==> config.mk <==
export PLATFORM = sky130hd
export DESIGN_NAME = direction_sequence_buffer
export DESIGN_NICKNAME = d
export VERILOG_FILES = /design/src/rtl/direction_sequence_buffer.sv
export SDC_FILE = /design/constraint.sdc
export NUM_CORES = 1
export LEC_CHECK = 0
export CAP_MARGIN = 40
export CORE_ASPECT_RATIO = 0.6
export CORE_MARGIN = 3
export CORE_UTILIZATION = 40
export CTS_BUF_LIST = sky130_fd_sc_hd__clkbuf_4 sky130_fd_sc_hd__clkbuf_8
export DETAILED_ROUTE_END_ITERATION = 7
export GPL_TIMING_DRIVEN = 0
export SYNTH_ARGS = -nofsm -noshare
export SYNTH_HDL_FRONTEND = slang
export SYNTH_SLANG_ARGS = --single-unit
==> constraint.sdc <==
create_clock -name clock -period 3.4 [get_ports clock]
set_input_delay 0.34 -clock clock [delete_from_list [all_inputs] [get_ports clock]]
set_output_delay 0.34 -clock clock [all_outputs]
set_load 0.01 [all_outputs]
==> src/rtl/direction_sequence_buffer.sv <==
// Simon Says direction store: appends directions in IDLE, plays them back
// oldest-first over valid/ready, and checks player guesses one per strobe.
module direction_sequence_buffer #(
    parameter int DIR_W   = 2,
    parameter int MAX_LEN = 16,
    parameter int LEN_W   = $clog2(MAX_LEN + 1)
) (
    input  logic             clock,
    input  logic             reset,
    input  logic             clear,
    input  logic             append_valid,
    input  logic [DIR_W-1:0] append_dir,
    input  logic             start_play,
    input  logic             play_ready,
    output logic             play_valid,
    output logic [DIR_W-1:0] play_dir,
    output logic             play_last,
    input  logic             start_check,
    input  logic             guess_valid,
    input  logic [DIR_W-1:0] guess_dir,
    output logic             match,
    output logic             mismatch,
    output logic             round_done,
    output logic             busy,
    output logic [LEN_W-1:0] length,
    output logic             full
);

    localparam int IDX_W = (MAX_LEN > 1) ? $clog2(MAX_LEN) : 1;

    typedef enum logic [1:0] {
        S_IDLE,
        S_PLAY,
        S_CHECK
    } state_t;

    state_t           state_q;
    logic [LEN_W-1:0] length_q;
    logic [LEN_W-1:0] index_q;
    logic             match_q;
    logic             mismatch_q;
    logic             round_done_q;
    logic [DIR_W-1:0] mem_q [MAX_LEN];

    logic [DIR_W-1:0] cur_dir;
    logic             at_last;
    logic             has_items;
    logic             is_full;
    logic             do_append;

    always_comb begin
        cur_dir   = mem_q[index_q[IDX_W-1:0]];
        at_last   = (index_q == length_q - LEN_W'(1));
        has_items = (length_q != '0);
        is_full   = (length_q == LEN_W'(MAX_LEN));
        // Append is the lowest-priority IDLE request; an ignored start (empty
        // sequence) does not block it.
        do_append = !reset && (state_q == S_IDLE) && !clear
                    && !(start_play && has_items)
                    && !(start_check && has_items)
                    && append_valid && !is_full;
    end

    always_ff @(posedge clock) begin
        if (reset) begin
            state_q      <= S_IDLE;
            length_q     <= '0;
            index_q      <= '0;
            match_q      <= 1'b0;
            mismatch_q   <= 1'b0;
            round_done_q <= 1'b0;
        end else begin
            match_q      <= 1'b0;
            mismatch_q   <= 1'b0;
            round_done_q <= 1'b0;
            case (state_q)
                S_IDLE: begin
                    if (clear) begin
                        length_q <= '0;
                    end else if (start_play && has_items) begin
                        index_q <= '0;
                        state_q <= S_PLAY;
                    end else if (start_check && has_items) begin
                        index_q <= '0;
                        state_q <= S_CHECK;
                    end else if (do_append) begin
                        length_q <= length_q + LEN_W'(1);
                    end
                end
                S_PLAY: begin
                    if (play_ready) begin
                        if (at_last) begin
                            index_q <= '0;
                            state_q <= S_IDLE;
                        end else begin
                            index_q <= index_q + LEN_W'(1);
                        end
                    end
                end
                S_CHECK: begin
                    if (guess_valid) begin
                        if (guess_dir == cur_dir) begin
                            match_q <= 1'b1;
                            if (at_last) begin
                                round_done_q <= 1'b1;
                                index_q      <= '0;
                                state_q      <= S_IDLE;
                            end else begin
                                index_q <= index_q + LEN_W'(1);
                            end
                        end else begin
                            mismatch_q <= 1'b1;
                            index_q    <= '0;
                            state_q    <= S_IDLE;
                        end
                    end
                end
                default: begin
                    state_q <= S_IDLE;
                end
            endcase
        end
    end

    // Storage is deliberately left unreset; only entries below length are read.
    always_ff @(posedge clock) begin
        if (do_append) begin
            mem_q[length_q[IDX_W-1:0]] <= append_dir;
        end
    end

    always_comb begin
        play_valid = (state_q == S_PLAY);
        play_dir   = cur_dir;
        play_last  = (state_q == S_PLAY) && at_last;
        match      = match_q;
        mismatch   = mismatch_q;
        round_done = round_done_q;
        busy       = (state_q != S_IDLE);
        length     = length_q;
        full       = is_full;
    end

endmodule

==> results_dict.tcl <==
set metrics [dict create \
    outcome "completed" \
    overflow 0 \
    finalClockSkew_ns 0.00698 \
    slew_headroom 0.634 \
    synth.avg_cell_area_um2 12.2 \
    vdd.ir_drop.worst_mv 0.197 \
    finalCriticalPeriod_ns 3.13 \
    multi_input_area_um2 1020 \
    cp-end-kind "output port" \
    leakage_uw 0.000978 \
    htreeDepth 2 \
    cts_max_path_buffers 2 \
    clkSinkCount 51 \
    diodes 0 \
    grt_pass1_wl_mm 8.09 \
    final_common_cell "edfxtp_1" \
    rows 21 \
    die_area_um2 7090 \
    tns_ns 0 \
    synth_nets 221 \
    synth_area_leader_cell "edfxtp_1" \
    postSynthCellCount 200 \
    vias 1623 \
    register_area_um2 1340 \
    final_cell_mix "edfxtp_1, nor2_1, clkdlybuf4s50_1" \
    track_usage 0.156 \
    hold_viol 0 \
    post-place-ws_ns 0.274 \
    finish.utilization 0.509 \
    ys.flop_type "edfxtp_1" \
    fp.dieH_um 66.4 \
    cts-buffers-inserted 5 \
    max_freq_ghz 0.320 \
    layout-drive-gt1-share 0.119 \
    worst_pin_slew_ns 0.548 \
    setup_ws_ns 0.271 \
    cp_slowest_cell "clkdlybuf4s50_1" \
    yosysUniqueCellTypes 41 \
    start_util 0.425 \
    synth_area_um2 2430 \
    cts.clk_slew.worst_paths_ns 0.08 \
    cp_num_buf_inv 3 \
    ys_ff_latch 51 \
    gp_congestion 0.745 \
    cp.required_ns 3.06 \
    worstHoldPathType "in2reg" \
    synth_area_leaders "edfxtp_1, dfxtp_1, ha_1" \
    clock_latency_ns 0.31 \
    crit_path_max_fanout 7 \
    worstPathArrival_ns 2.79 \
    p_per_area_nw_per_um2 457 \
    dr_wl_met3_um 375 \
    nets 255 \
    fp.dieW_um 107 \
    grt_max_degree 17 \
    core_area_um2 5730 \
    ys_warn_count 0 \
    reg2reg_depth 12 \
    routed-wl-met2_mm 1.80 \
    r2r_slack_ns 0.51 \
    antenna_found_initial 0 \
    synth-async-reset-ratio 0 \
    root_buffer "clkbuf_8" \
    wire_per_inst_um 15.9 \
    drt_iter0_markers 94 \
    slew_violations 0 \
    yosysTopAreaCellShare 0.395 \
    viasPerCell 5.15 \
    critPathKind "reg2out" \
    drc 0 \
    dr.max_layer_used "met4" \
    wl_met1_mm 2.76 \
    first_pass_iters 4 \
    cp_top_family "buffers and inverters" \
    p_total_uw 1330 \
    hold_start "reset" \
    grt_pass1_vias 1458 \
    rsz0062_at_grt "no" \
    slowest_delay_ns 0.55 \
    ant_nets 0 \
    r2r-start "length[1]$_SDFFE_PP0P_" \
    cts_tree "done" \
    nFillCells 541 \
    cp-start-kind "register" \
    period_share 0.920 \
    area_growth_pct 19.8 \
    cp_cell_sequence "inv_1, ha_1, or3b_1, clkbuf_1, xnor2_1, a2111o_1, nor2_1, clkdlybuf4s50_1" \
    finalSetupViolCount 0 \
    io_buffer_count 24 \
    dp_hpwl_mm 3.70 \
    hold_path_end "length[1]$_SDFFE_PP0P_" \
    whs_path_depth 2 \
    totalWireLength_mm 5.00 \
    ios 26 \
    ys_seq_area_frac 0.551 \
    cap_violations 0 \
    synth_edf_count 32 \
]
==> worst register-to-register path: stages (launching register included) <==
cell and delay, ns:
dfxtp_1 0.49, inv_1 0.11, ha_1 0.22, or3b_1 0.16
clkbuf_1 0.23, nor2_1 0.10, o31ai_2 0.28, o221ai_1 0.23
or2_2 0.31, clkbuf_1 0.17, nor3b_1 0.22, o211ai_1 0.12
a21oi_1 0.18
==> metal layers <==
layer	track usage	vias up
met5	0	-
met4	0.0670	0
met3	0.0439	7
met2	0.181	47
met1	0.253	777
li1	-	792
==> worst max path at each step <==
| stage | startpoint | cells past startpoint | end | slack, ns |
|---|---|---|---|---|
| after CTS | length[0]$_SDFFE_PP0P_ | 8 | play_last | 0.20 |
| after global routing | length[0]$_SDFFE_PP0P_ | 8 | play_last | 0.05 |
| after floorplan | length[0]$_SDFFE_PP0P_ | 9 | mem_q[1][0]$_DFFE_PP_ | 0.83 |
| final | length[0]$_SDFFE_PP0P_ | 8 | play_last | 0.27 |
| after detailed placement | length[0]$_SDFFE_PP0P_ | 9 | mem_q[1][1]$_DFFE_PP_ | 0.27 |
| after global placement | length[0]$_SDFFE_PP0P_ | 9 | mem_q[1][1]$_DFFE_PP_ | 0.27 |
==> state kept, by name, summed over array words and instances, names as in the netlist, named ones only <==
signal      cells
round_done      1
state_q         2
mem_q          32
length          5
match           1
index_q         5
mismatch        1
==> logic make-up after synthesis <==
kind of cell | after synthesis | share of synthesized area
and+or+nand+nor | 71 | 0.145
DFF | 51 | 0.551
AOI/OAI and AO/OA | 24 | 0.0710
buffers and inverters | 19 | 0.0334
muxes | 14 | 0.110
xor gates and xnor gates | 12 | 0.0432
adders and majority gates | 9 | 0.0463
==> Yosys cell counts (3+ instances only) <==
library cell	n
nand4_1	5
nor2_1	27
mux4_2	4
ha_1	9
inv_1	11
nand2_1	15
o21ai_1	3
xor2_1	7
dfxtp_1	19
clkbuf_1	5
a21oi_1	6
a31oi_1	3
nor3_1	6
nand3_1	4
nor2b_1	4
mux4_1	4
xnor2_1	5
mux2i_1	5
edfxtp_1	32
==> through the flow <==
step	hold WS [ns]	std cells	cell area [um^2]
3_5_place_dp	0.489	304	2770
3_3_place_gp	0.490	304	2770
6_report	0.452	315	2920
4_1_cts	0.434	312	2890
2_1_floorplan	0.439	200	2430
5_1_grt	0.482	315	2920
==> power by group <==
group | internal, uW | switching, uW
Clock | 236 | 194
Combinational | 93.5 | 132
Sequential | 667 | 8.39
==> timing repair <==
action,4_1_cts,5_1_grt
buffers inserted,0,3
gates resized for setup,0,2
hold buffers,0,0
endpoints found under the hold margin,0,0
setup endpoints to repair,0,7
==> layout make-up <==
class / count / share of cell area
plain buffers: 8 / 0.0137
clock buffers: 7 / 0.0287
clock inverters: 1 / 0.0103
inverters: 11 / 0.0142
multi-input cells: 130 / 0.348
flip-flops and latches: 51 / 0.460
well taps: 80 / 0.0343
repair buffers: 27 / 0.0901
Note: power is estimated with default switching activity, not from simulation.
